<file path="src/rtl/ifetch_unit.sv">
// Instruction fetch front end: walks the PC, fetches words from memory into a FIFO
// and presents one {pc, instr} per cycle to decode. Optional I-cache under ICACHE_EN.
module ifetch_unit #(
  parameter int QUEUE_DEPTH  = 8,
  parameter int ICACHE_LINES = 64
) (
  input  logic        clk,
  input  logic        rst,
  input  logic        rdy,
  input  logic        stall,
  input  logic        redirect,
  input  logic [31:0] redirect_pc,
  output logic        mem_req,
  output logic [31:0] mem_addr,
  input  logic        mem_done,
  input  logic [31:0] mem_data,
  output logic        IF_success,
  output logic [31:0] instr,
  output logic [31:0] fetch_pc
);
  localparam int PW = $clog2(QUEUE_DEPTH);
  localparam int CW = $clog2(QUEUE_DEPTH + 1);

  if (QUEUE_DEPTH < 2 || (QUEUE_DEPTH & (QUEUE_DEPTH - 1)) != 0) begin : g_bad_depth
    $error("QUEUE_DEPTH must be a power of two >= 2");
  end
  if (ICACHE_LINES < 2 || (ICACHE_LINES & (ICACHE_LINES - 1)) != 0) begin : g_bad_lines
    $error("ICACHE_LINES must be a power of two >= 2");
  end

  typedef enum logic {S_IDLE, S_BUSY} state_t;

  state_t          state_q, state_d;
  logic [31:0]     pc_q, pc_d;
  logic            drop_q, drop_d;
  logic            mem_req_q, mem_req_d;
  logic [31:0]     mem_addr_q, mem_addr_d;
  logic [PW-1:0]   head_q, head_d, tail_q, tail_d;
  logic [CW-1:0]   count_q, count_d;
  logic            if_ok_q, if_ok_d;
  logic [31:0]     instr_q, instr_d, fpc_q, fpc_d;
  logic [31:0]     fifo_pc_q  [QUEUE_DEPTH];
  logic [31:0]     fifo_ins_q [QUEUE_DEPTH];

  logic            push_en, pop_en, fill_en, hit;
  logic [31:0]     push_ins, hit_data;

`ifdef ICACHE_EN
  localparam int IW = $clog2(ICACHE_LINES);
  localparam int TW = 32 - IW - 2;
  logic [ICACHE_LINES-1:0] cvalid_q;
  logic [TW-1:0]           ctag_q  [ICACHE_LINES];
  logic [31:0]             cdata_q [ICACHE_LINES];
  logic [IW-1:0]           ridx, fidx;

  assign ridx     = pc_q[IW+1:2];
  assign fidx     = mem_addr_q[IW+1:2];
  assign hit      = cvalid_q[ridx] && (ctag_q[ridx] == pc_q[31:IW+2]);
  assign hit_data = cdata_q[ridx];

  always_ff @(posedge clk) begin
    if (rst)                  cvalid_q       <= '0;
    else if (rdy && fill_en)  cvalid_q[fidx] <= 1'b1;
  end

  // Fill is indexed by the request address: pc may already point elsewhere.
  always_ff @(posedge clk) begin
    if (!rst && rdy && fill_en) begin
      ctag_q[fidx]  <= mem_addr_q[31:IW+2];
      cdata_q[fidx] <= mem_data;
    end
  end
`else
  assign hit      = 1'b0;
  assign hit_data = '0;
`endif

  always_comb begin
    state_d    = state_q;
    pc_d       = pc_q;
    drop_d     = drop_q;
    mem_req_d  = mem_req_q;
    mem_addr_d = mem_addr_q;
    push_en    = 1'b0;
    push_ins   = mem_data;
    fill_en    = 1'b0;
    case (state_q)
      S_IDLE: begin
        if (redirect) begin
          pc_d = redirect_pc;
        end else if (count_q != CW'(QUEUE_DEPTH)) begin
          if (hit) begin
            push_en  = 1'b1;
            push_ins = hit_data;
            pc_d     = pc_q + 32'd4;
          end else begin
            mem_req_d  = 1'b1;
            mem_addr_d = pc_q;
            state_d    = S_BUSY;
          end
        end
      end
      S_BUSY: begin
        if (mem_done) begin
          mem_req_d = 1'b0;
          drop_d    = 1'b0;
          state_d   = S_IDLE;
          if (redirect) begin
            pc_d = redirect_pc;
          end else if (!drop_q) begin
            push_en = 1'b1;
            fill_en = 1'b1;
            pc_d    = pc_q + 32'd4;
          end
        end else if (redirect) begin
          // Request cannot be cancelled; let it complete and discard the word.
          drop_d = 1'b1;
          pc_d   = redirect_pc;
        end
      end
      default: state_d = S_IDLE;
    endcase

    pop_en  = (count_q != '0) && !stall && !redirect;
    if_ok_d = pop_en;
    instr_d = pop_en ? fifo_ins_q[head_q] : instr_q;
    fpc_d   = pop_en ? fifo_pc_q[head_q]  : fpc_q;

    if (redirect) begin
      head_d  = '0;
      tail_d  = '0;
      count_d = '0;
    end else begin
      head_d  = head_q + PW'(pop_en);
      tail_d  = tail_q + PW'(push_en);
      count_d = count_q + CW'(push_en) - CW'(pop_en);
    end
  end

  always_ff @(posedge clk) begin
    if (rst) begin
      state_q    <= S_IDLE;
      pc_q       <= '0;
      drop_q     <= 1'b0;
      mem_req_q  <= 1'b0;
      mem_addr_q <= '0;
      head_q     <= '0;
      tail_q     <= '0;
      count_q    <= '0;
      if_ok_q    <= 1'b0;
      instr_q    <= '0;
      fpc_q      <= '0;
    end else if (rdy) begin
      state_q    <= state_d;
      pc_q       <= pc_d;
      drop_q     <= drop_d;
      mem_req_q  <= mem_req_d;
      mem_addr_q <= mem_addr_d;
      head_q     <= head_d;
      tail_q     <= tail_d;
      count_q    <= count_d;
      if_ok_q    <= if_ok_d;
      instr_q    <= instr_d;
      fpc_q      <= fpc_d;
    end
  end

  always_ff @(posedge clk) begin
    if (!rst && rdy && push_en) begin
      fifo_pc_q[tail_q]  <= pc_q;
      fifo_ins_q[tail_q] <= push_ins;
    end
  end

  assign mem_req    = mem_req_q;
  assign mem_addr   = mem_addr_q;
  assign IF_success = if_ok_q;
  assign instr      = instr_q;
  assign fetch_pc   = fpc_q;
endmodule
</file>
<file path="config.mk">
export PLATFORM = sky130hd
export DESIGN_NAME = ifetch_unit
export DESIGN_NICKNAME = d
export VERILOG_FILES = /design/src/rtl/ifetch_unit.sv
export SDC_FILE = /design/constraint.sdc
export NUM_CORES = 1
export LEC_CHECK = 0
export BUFFER_PORTS_ARGS = -buffer_cell sky130_fd_sc_hd__buf_4
export CAP_MARGIN = 20
export CELL_PAD_IN_SITES_DETAIL_PLACEMENT = 1
export CELL_PAD_IN_SITES_GLOBAL_PLACEMENT = 2
export CORE_ASPECT_RATIO = 1.4
export CORE_UTILIZATION = 40
export CTS_CLUSTER_DIAMETER = 60
export DETAILED_ROUTE_END_ITERATION = 8
export PLACE_DENSITY = 0.78
export REMOVE_ABC_BUFFERS = 1
export SETUP_SLACK_MARGIN = 0.1
export SYNTH_ARGS = -nofsm -noshare
export SYNTH_HDL_FRONTEND = slang
export SYNTH_SLANG_ARGS = --single-unit
export TNS_END_PERCENT = 100
</file>
<file path="constraint.sdc">
create_clock -name clk -period 11.5 [get_ports clk]
set_clock_uncertainty 0.2 [all_clocks]
set_input_delay 2.3 -clock clk [delete_from_list [all_inputs] [get_ports clk]]
set_output_delay 2.3 -clock clk [all_outputs]
set_load 0.05 [all_outputs]
</file>
==> results of run 1 <==
flip-flops by register name, indices dropped and copies added (netlist names):
register    flops
IF_success      1
count_q         4
drop_q          1
fetch_pc       32
fifo_ins_q    256
fifo_pc_q     256
head_q          3
instr          32
mem_addr       32
mem_req         1
pc_q           32
state_q         1
tail_q          3
path summary, 6_finish.rpt:
check	start	end	slack, ps	depth (start not counted)
worst min-delay path	mem_req	mem_req	260	2
worst min register to register	mem_req	mem_req	260	2
worst max register to register	pc_q[6]	pc_q[17]	7840	5
worst max-delay path	redirect	mem_addr[15]	6920	7
metrics by stage:
stage	worst slack [ps]	cells	hold WS [ps]	utilization
after CTS	6940	2512	266	0.472
after global routing	6750	2514	274	0.473
after detailed placement	6290	2401	253	0.440
final	6920	2514	261	0.473
after global placement	6440	2401	248	0.440
after floorplan	1740	1385	257	-
per-layer routing:
| metal | wire (um) | up-vias | global-route usage | share of wire |
|---|---|---|---|---|
| li1 | - | 6174 | - | - |
| met1 | 25000 | 7161 | 0.245 | 0.41 |
| met2 | 31400 | 308 | 0.339 | 0.52 |
| met3 | 2340 | 99 | 0.0280 | 0.039 |
| met4 | 1730 | 0 | 0.0626 | 0.029 |
| met5 | 0 | - | 0 | 0 |
worst min-delay path, delay by kind of cell (launching register included):
family             cells  cell delay, ps
AOI/OAI and AO/OA      1              50
DFF                    1             310
and+or+nand+nor        1              50
cells by family after synthesis:
logic type / share of synthesized area
buf+inv: 0.0188
xor+xnor: 0.000697
fa+ha+maj: 0.00627
flops: 0.725
simple gates: 0.0556
mux: 0.141
compound gates: 0.0535
layout make-up:
cell class	count	area share
clock inverter	31	0.0124
tap	825	0.0352
sequential	654	0.621
multi-input combinational	719	0.222
clock buffer	80	0.0564
inverter	12	0.00154
timing repair buffer	193	0.0509
power by group:
part           switching (mW)  total [mW]  internal, mW
clock                   0.859        2.03          1.17
sequential             0.0339        2.59          2.56
combinational          0.0718       0.109        0.0371
placed cells by master (no fill, tap or decap), types with 4 or more instances in the layout:
cell       instances
edfxtp_1         512
buf_4            190
dfxtp_1          139
mux4_2           128
nand2_1          110
nor2_1           100
a211oi_1          67
mux2i_1           65
a21oi_1           60
clkbuf_16         59
nand3_1           25
o21ai_0           16
nand4_1           15
inv_1             12
o211ai_1          12
ha_1              11
clkbuf_1          11
clkbuf_8          10
clkinv_2           9
a22oi_1            7
and3_1             7
bufinv_16          7
a21o_1             6
inv_6              6
clkinv_1           6
nand2b_1           5
nor3_1             5
or3_1              5
or4_1              5
a31oi_1            5
nor2b_1            5
nor3_2             4
nor4_1             4
a32o_1             4
==> summary.md, run 1 <==
| Metric | Value |
|---|---|
| Outcome | `complete, no violations` |
| Seq/Total Area, Yosys | `0.725` |
| Die footprint | `63900 sq um` |
| Die Wd | `214 um` |
| WS Path Type | `in2reg` |
| CTS HTree Levels | `2` |
| Initial DRC Count | `852` |
| Relative slew slack | `0.266` |
| Initial Utilization | `0.405` |
| WP buf/inv | `3` |
| Max Slew Vio Count | `0` |
| Clock transition at the registers of the reported paths | `70 ps` |
| Synth cell types | `59` |
| Slowest stage cell on the critical path | `a211oi_4` |
| Worst path max stage delay | `770 ps` |
| Largest net degree at the start of global routing | `83` |
| First-pass GRT wire length | `91.7 mm` |
| Setup total negative slack | `0 ps` |
| Storage element area | `18200 sq um` |
| Clk root buf | `clkbuf_16` |
| Number of fill cells in the layout | `5942` |
| First-pass DRT Iterations | `7` |
| Post-synthesis async set-or-reset flop share | `0` |
| Diodes inserted | `0` |
| Clk Latency, worst-skew pair | `610 ps` |
| DR WL/cell | `24.0 um` |
| Mapped Avg Cell Area | `17.1 sq um` |
| IO Pins | `168` |
| Hold WC Path Type | `reg2reg` |
| Core area | `62000 sq um` |
| Post-synth EDFFs | `512` |
| Clock sink count | `654` |
| Placer Congestion | `0.805` |
| Hold buffers post-CTS | `0` |
| Final Instance Area | `29300 sq um` |
| Synth cell count leaders | `edfxtp_1, dfxtp_1, mux4_2` |
| PD cells | `161 nW/um^2` |
| Rows | `108` |
| Top-count cell post-synth | `edfxtp_1` |
| Critical Path Sink Type | `flip-flop` |
| TritonCTS Buffers | `59` |
| Nets | `1721` |
| Final setup violating endpoints | `0` |
| Area of the mapped netlist | `25100 sq um` |
| CTS Buffer Depth | `3` |
| Synth top area share | `0.612` |
| Leading area contributor after synthesis | `edfxtp_1` |
| Number of global-route vias before repair | `14700` |
| Total Power | `4.73 mW` |
| Cell count after synthesis | `1474` |
| Share of layout cells above drive strength 1 | `0.259` |
| Final hold violations | `0` |
| Area grow syn2layout | `16.7%` |
| Critical-path cell list | `buf_4 > inv_1 > nand2_1 > a211oi_4 > buf_4 > nand2_1 > a21oi_1` |
| Unrepaired setup endpoints after global routing | `false` |
| Top cells by area, synth | `edfxtp_1, mux4_2, dfxtp_1` |
| Register bit total from synthesis | `654` |
| WP data arrival | `4900 ps` |
| Max Freq | `218 MHz` |
| Crit-path max FO | `47` |
| Total number of vias | `13700` |
| Initial antenna violation count | `0` |
| Worst IR Drop VDD | `124 uV` |
| DR vias/cell | `5.47` |
| Chip height | `299 um` |
| Post-CTS Setup Inserts | `0` |
| Gr usage total | `0.194` |
| DRT antenna net count | `0` |
| Final WL | `60.4 mm` |
| Max Cap Violations | `0` |
| Measured slew at the worst slew-check pin | `1090 ps` |
| Crit path max-delay family | `buffers and inverters` |
| Final period utilization | `0.398` |
| DP HPWL | `37.1 mm` |
| Footprint of the multi-input gates | `6520 sq um` |
| Syn. warnings | `0` |
| CTS tree | `done` |
| Commonest register cell after synthesis | `edfxtp_1` |
| Required time worst endpoint | `11820 ps` |
| Pleak | `9.24 nW` |
| Buffers on Ports | `167` |
| CP Launch Type | `input port` |
| Resized cells post-CTS | `0` |
| Period minus WS final | `4580 ps` |
| Global route overflow | `0` |
| Placed inst area | `27300 sq um` |
| Residual DRC | `0` |
Power figures use the tool's default switching activity.
==> inputs of run 2 (changes only) <==
==> constraint.sdc (replaced) <==
create_clock -name clk -period 4.3 [get_ports clk]
set_clock_uncertainty 0.2 [all_clocks]
set_input_delay 0.86 -clock clk [delete_from_list [all_inputs] [get_ports clk]]
set_output_delay 0.86 -clock clk [all_outputs]
set_load 0.05 [all_outputs]
==> run 2 against run 1 <==
  * Sequential share of layout area down 0.67 points
  * Clock power rose to 2.8 times the previous value
  * Register-to-register slack worse by 6700 ps
  * Count of clock-buffer cells in the layout down 5
  * Worst hold slack worse by 3.0 ps
  * Global-route usage up 0.58 points
  * Critical path type is now reg2reg
  * Largest cell class unchanged
  * First-iteration DRC count down 16%
  * Combinational power rose to 2.8 times the previous value
  * Critical path depth down 1
  * Final area up 1.1%
==> summary.md, run 2 (same netlist as run 1, synthesis figures left out) <==
| Metric | Value |
|---|---|
| Period minus WS final | `3140 ps` |
| Die footprint | `63900 sq um (unchanged)` |
| Number of fill cells in the layout | `5879 (-1.1%)` |
| Worst reg2reg setup slack | `1160 ps (-6680 ps)` |
| Global route overflow | `0 (unchanged)` |
| Crit-path max FO | `13 (-72%)` |
| Critical Path Sink Type | `flip-flop` |
| Placer Congestion | `0.863 (+7.2%)` |
| Outcome | `complete, no violations` |
| Worst slack, placed | `1080 ps (-5210 ps)` |
| Clock transition at the registers of the reported paths | `70 ps (about the same)` |
| Worst path max stage delay | `670 ps (-100 ps)` |
| Resized cells post-CTS | `0 (unchanged)` |
| Max Slew Vio Count | `0 (unchanged)` |
| Most frequent CP cell | `or4_1` |
| Most used routing layer | `met2` |
| Total number of vias | `13800 (+0.59%)` |
| Unrepaired setup endpoints after global routing | `false` |
| Largest registers | `fifo_ins_q: 256 flops, fifo_pc_q: 256 flops` |
| PD cells | `435 nW/um^2 (+170%)` |
| Nets | `1733 (+0.70%)` |
| Largest net degree at the start of global routing | `112 (+35%)` |
| Rows | `108 (unchanged)` |
| CTS HTree Levels | `2 (unchanged)` |
| Final worst setup slack | `1160 ps (-5760 ps)` |
| Setup total negative slack | `0 ps (unchanged)` |
| IO Pins | `168 (unchanged)` |
| First-pass GRT wire length | `94.3 mm (+2.9%)` |
| Fin Hold WS | `258 ps (-2.98 ps)` |
| DR WL/cell | `24.7 um (+2.8%)` |
| TritonCTS Buffers | `60 (+1.7%)` |
| Final WL | `62.5 mm (+3.4%)` |
| Commonest cells after routing, fill and taps aside | `edfxtp_1, buf_4, dfxtp_1` |
| Residual DRC | `0 (unchanged)` |
| Met3 usage | `0.0271 (-0.000841)` |
| Max Cap Violations | `0 (unchanged)` |
| DRT antenna net count | `0 (unchanged)` |
| Measured slew at the worst slew-check pin | `1120 ps (+30.2 ps)` |
| Relative slew slack | `0.251 (-0.0145)` |
| First-pass DRT Iterations | `5 (-2)` |
| Clk root buf | `clkbuf_16` |
| Commonest non-fill, non-tap cell in the layout | `edfxtp_1` |
| Final Instance Area | `29700 sq um (+1.1%)` |
| Buffers on Ports | `167 (unchanged)` |
| GR Util met1 | `0.249 (+0.00370)` |
| Placed inst area | `27500 sq um (+0.98%)` |
| Slowest stage cell on the critical path | `dfxtp_1` |
| Initial Utilization | `0.405 (unchanged)` |
| Final hold violations | `0 (unchanged)` |
| Gr usage total | `0.199 (+0.00580)` |
| Area grow syn2layout | `18.0%` |
| WP data arrival | `3480 ps (-1420 ps)` |
| CP Launch Type | `flip-flop` |
| Number of global-route vias before repair | `15100 (+2.4%)` |
| Clock sink count | `654 (unchanged)` |
| DP HPWL | `37.6 mm (+1.5%)` |
| CTS Buffer Depth | `3 (unchanged)` |
| Initial DRC Count | `717 (-16%)` |
| Pleak | `9.37 nW (+1.4%)` |
| Core area | `62000 sq um (unchanged)` |
| Critical-path cell list | `ha_1 > nand3_1 > or4_1 > or3_1 > or4_1 > o211ai_1` |
| Hold buffers post-CTS | `0 (unchanged)` |
| DR vias/cell | `5.47 (about the same)` |
| Required time worst endpoint | `4640 ps (-7180 ps)` |
| Chip height | `299 um (unchanged)` |
| Grt met2 use | `0.355 (+0.0156)` |
| Post-CTS Setup Inserts | `0 (unchanged)` |
| Final period utilization | `0.731` |
| Initial antenna violation count | `1 (+1)` |
| CTS tree | `done` |
| Die Wd | `214 um (unchanged)` |
| Max Freq | `318 MHz` |
| Worst IR Drop VDD | `349 uV (+180%)` |
| WS Path Type | `reg2reg` |
| Clk Latency, worst-skew pair | `620 ps (about the same)` |
| Hold WC Path Type | `reg2reg` |
| Share of layout cells above drive strength 1 | `0.264 (+0.00491)` |
| Final setup violating endpoints | `0 (unchanged)` |
| Total Power | `12.9 mW (+170%)` |
-- run 2: power by group --
part / internal (mW) / switching, mW / total, mW
Sequential: 6.84 / 0.0886 / 6.93
Clock: 3.29 / 2.38 / 5.67
Combinational: 0.105 / 0.195 / 0.301
-- run 2: metal layers --
metal / wire (um) / vias to the layer above
li1: - / 6196
met1: 25500 / 7197
met2: 32700 / 328
met3: 2480 / 102
met4: 1810 / 0
met5: 0 / -
-- run 2: final cells by class --
class	instances	area [sq um]	area share
Clock buffer	75	1620	0.0546
Tap cell	825	1030	0.0348
Clock inverter	39	505	0.0170
Sequential cell	654	18200	0.615
Antenna cell	1	2.50	0.0000844
Multi-Input combinational cell	719	6520	0.220
Inverter	12	45.0	0.00152
Timing Repair Buffer	204	1710	0.0577
-- run 2: worst paths after layout --
check | from | to | cells after the start
setup / recovery | pc_q[3] | pc_q[22] | 6
hold / removal | mem_addr[15] | mem_addr[15] | 2
setup reg to reg | pc_q[3] | pc_q[22] | 6
hold reg to reg | mem_addr[15] | mem_addr[15] | 2
-- run 2: critical path: cells and delay by family, from the launching register on --
family          cells  cell delay [ps]
simple gates        4             1770
fa+ha+maj           1              300
compound gates      1              120
flops               1              670
-- run 2: metrics by stage --
step,util,std cells
2_1_floorplan,-,1385
3_3_place_gp,0.444,2414
3_5_place_dp,0.444,2414
4_1_cts,0.478,2528
5_1_grt,0.478,2529
6_report,0.478,2529
==> inputs of run 3 (changes only) <==
--- a/config.mk
+++ b/config.mk
@@ -5,6 +5,7 @@
 export SDC_FILE = /design/constraint.sdc
 export NUM_CORES = 1
 export LEC_CHECK = 0
+export ABC_AREA = 1
 export BUFFER_PORTS_ARGS = -buffer_cell sky130_fd_sc_hd__buf_4
 export CAP_MARGIN = 20
 export CELL_PAD_IN_SITES_DETAIL_PLACEMENT = 1
@@ -13,7 +14,7 @@
 export CORE_UTILIZATION = 40
 export CTS_CLUSTER_DIAMETER = 60
 export DETAILED_ROUTE_END_ITERATION = 8
-export PLACE_DENSITY = 0.78
+export PLACE_DENSITY = 0.84
 export REMOVE_ABC_BUFFERS = 1
 export SETUP_SLACK_MARGIN = 0.1
 export SYNTH_ARGS = -nofsm -noshare
==> constraint.sdc (replaced) <==
create_clock -name clk -period 2.9 [get_ports clk]
set_clock_uncertainty 0.2 [all_clocks]
set_input_delay 0.58 -clock clk [delete_from_list [all_inputs] [get_ports clk]]
set_output_delay 0.58 -clock clk [all_outputs]
set_load 0.05 [all_outputs]
==> run 3 against run 2 <==
  * Clock power rose by 50%
  * Total power rose by 52%
  * Critical path type unchanged
  * Largest power group unchanged
  * Combinational power rose to 2.6 times the previous value
  * First-iteration DRC count rose by 54%
  * Register-to-register slack got worse by 790 ps
  * Largest cell class unchanged
==> summary.md, run 3 <==
| Metric | Value |
|---|---|
| Outcome | `complete, no violations` |
| Clk root buf | `clkbuf_16` |
| Residual DRC | `0 (unchanged)` |
| Placed inst area | `28600 sq um (+3.7%)` |
| CTS tree | `done` |
| Synth cell count leaders | `edfxtp_1, nor2_1, o21ai_0` |
| Worst path max stage delay | `390 ps (-280 ps)` |
| Die Wd | `218 um (+2.0%)` |
| Buffers on Ports | `167 (unchanged)` |
| Reg2reg end | `fifo_pc_q[5][6]` |
| Final period utilization | `0.873 (+0.142)` |
| WP data arrival | `2620 ps (-860 ps)` |
| Leading area contributor after synthesis | `edfxtp_1` |
| Commonest non-fill, non-tap cell in the layout | `edfxtp_1` |
| Initial Utilization | `0.406 (about the same)` |
| Hold WC Path Type | `in2reg` |
| Chip height | `305 um (+2.0%)` |
| Critical Path Sink Type | `flip-flop` |
| Area grow syn2layout | `18.5%` |
| Final worst setup slack | `368 ps (-789 ps)` |
| DR WL/cell | `22.1 um (-11%)` |
| Cell count after synthesis | `2234 (+52%)` |
| Pleak | `10.5 nW (+12%)` |
| Post-CTS Setup Inserts | `0 (unchanged)` |
| Initial antenna violation count | `1 (unchanged)` |
| Total number of vias | `18000 (+30%)` |
| Largest net degree at the start of global routing | `130 (+16%)` |
| Min-Delay Endpoint | `fifo_ins_q[1][10]` |
| Core area | `64500 sq um (+4.1%)` |
| Hold buffers post-CTS | `33 (+33)` |
| Critical-path cell list | `nand2_2 > nor2_4 > inv_2 > nor2_2 > inv_2 > nor3_2 > nand2_1 > nor3_2 > buf_12` |
| Reg-to-Reg Start | `state_q` |
| TritonCTS Buffers | `60 (unchanged)` |
| Largest registers | `fifo_ins_q: 256 flops, fifo_pc_q: 256 flops` |
| Top cells by area, synth | `edfxtp_1, dfxtp_1, o21ai_0` |
| Measured slew at the worst slew-check pin | `852 ps (-271 ps)` |
| Die footprint | `66500 sq um (+4.1%)` |
| Post-synth EDFFs | `512 (unchanged)` |
| Rows | `110 (+1.9%)` |
| Global route overflow | `0 (unchanged)` |
| Final WL | `73.0 mm (+17%)` |
| Share of layout cells above drive strength 1 | `0.149 (-0.116)` |
| DRT antenna net count | `0 (unchanged)` |
| CTS Buffer Depth | `3 (unchanged)` |
| Total Power | `19.5 mW (+52%)` |
| Placed Cells | `3157 (+31%)` |
| Post-synthesis async set-or-reset flop share | `0 (unchanged)` |
| Max Cap Violations | `0 (unchanged)` |
| Number of fill cells in the layout | `6706 (+14%)` |
| Register bit total from synthesis | `654 (unchanged)` |
| Slowest stage cell on the critical path | `dfxtp_1` |
| Fin Hold WS | `18.5 ps (-239 ps)` |
| First-pass DRT Iterations | `5 (unchanged)` |
| Area of the mapped netlist | `26200 sq um (+4.2%)` |
| Worst IR Drop VDD | `568 uV (+63%)` |
| Synth cell types | `39 (-34%)` |
| WHS Path Cells | `1 (-1)` |
| Crit-path max FO | `40 (+27)` |
| Min-delay src | `mem_data[10]` |
| Number of global-route vias before repair | `19100 (+27%)` |
| DP HPWL | `44.2 mm (+17%)` |
| Final Instance Area | `31000 sq um (+4.6%)` |
| Clock transition at the registers of the reported paths | `70 ps (about the same)` |
| CTS HTree Levels | `2 (unchanged)` |
| Setup total negative slack | `0 ps (unchanged)` |
| Final core utilization | `0.481 (+0.00254)` |
| Nets | `2494 (+44%)` |
| PD cells | `630 nW/um^2 (+45%)` |
| Unrepaired setup endpoints after global routing | `false` |
| Max Freq | `395 MHz (+24%)` |
| CP Launch Type | `flip-flop` |
| Commonest register cell after synthesis | `edfxtp_1` |
| Required time worst endpoint | `2990 ps (-1650 ps)` |
| Resized cells post-CTS | `0 (unchanged)` |
| Worst slack, placed | `102 ps (-980 ps)` |
| Relative slew slack | `0.431 (+0.180)` |
| Final setup violating endpoints | `0 (unchanged)` |
| Initial DRC Count | `1105 (+54%)` |
| Top-count cell post-synth | `edfxtp_1` |
| DR vias/cell | `5.45 (-0.38%)` |
| Gr usage total | `0.219 (+0.0198)` |
| Non-filler cells, final | `3304 (+31%)` |
| First-pass GRT wire length | `112 mm (+18%)` |
| Placer Congestion | `0.794 (-7.9%)` |
| Seq/Total Area, Yosys | `0.696 (-0.0289)` |
| IO Pins | `168 (unchanged)` |
| Worst reg2reg setup slack | `370 ps (-790 ps)` |
| Max Slew Vio Count | `0 (unchanged)` |
| WS Path Type | `reg2reg` |
| Clk Latency, worst-skew pair | `630 ps (about the same)` |
| Clock sink count | `654 (unchanged)` |
| Mapped Avg Cell Area | `11.7 sq um (-31%)` |
| Synth top area share | `0.587 (-0.0244)` |
| Syn. warnings | `0 (unchanged)` |
| Final hold violations | `0 (unchanged)` |
| Period minus WS final | `2530 ps (-611 ps)` |
| Commonest cells after routing, fill and taps aside | `edfxtp_1, nor2_1, o21ai_0` |
| R2r worst-path depth | `9 (+3)` |
## run 3: worst max path at each step
stage                         start           endpoint  depth (start not counted)
after floorplan           head_q[0]        fetch_pc[0]                          7
after global placement     mem_done         count_q[2]                         13
after detailed placement   mem_done  fifo_ins_q[0][31]                         10
after CTS                   state_q    fifo_pc_q[0][9]                          9
after global routing        state_q    fifo_pc_q[5][6]                          9
final                       state_q    fifo_pc_q[5][6]                          9
## run 3: worst max-delay path, delay by kind of cell (launching register included)
family / cells / cell delay [ps]
AND/OR/NAND/NOR: 6 / 1110
flip-flops: 1 / 390
buffers and inverters: 3 / 430
## run 3: area by class of cell
class | instances | area, sq um | share of cell area
tap | 840 | 1050 | 0.0339
sequential | 654 | 18200 | 0.587
multi-input combinational | 1337 | 6880 | 0.222
antenna | 1 | 2.50 | 0.0000806
inverter | 95 | 367 | 0.0118
timing repair buffer | 264 | 2360 | 0.0762
clock buffer | 75 | 1650 | 0.0531
clock inverter | 38 | 485 | 0.0156
## run 3: layer usage
metal | GRT usage | routed length (um)
met1 | 0.271 | 30000
met2 | 0.391 | 37600
met3 | 0.0278 | 3210
met5 | 0 | 0
met4 | 0.0742 | 2160
## run 3: kinds of logic after synthesis
group / count (synthesis) / synth area share
adder cells (fa/ha/maj): 12 / 0.00602
buffers and inverters: 243 / 0.0434
flip-flops: 654 / 0.696
AND/OR/NAND/NOR: 579 / 0.0893
multiplexers: 64 / 0.0245
XOR/XNOR: 1 / 0.000335
AO/OA/AOI/OAI: 681 / 0.141
## run 3: where the power goes
part / leakage, nW / internal [mW] / switching (mW) / total, mW
registers: 5.86 / 10.2 / 0.0937 / 10.3
clock network: 1.04 / 4.94 / 3.56 / 8.50
logic: 3.61 / 0.263 / 0.521 / 0.784
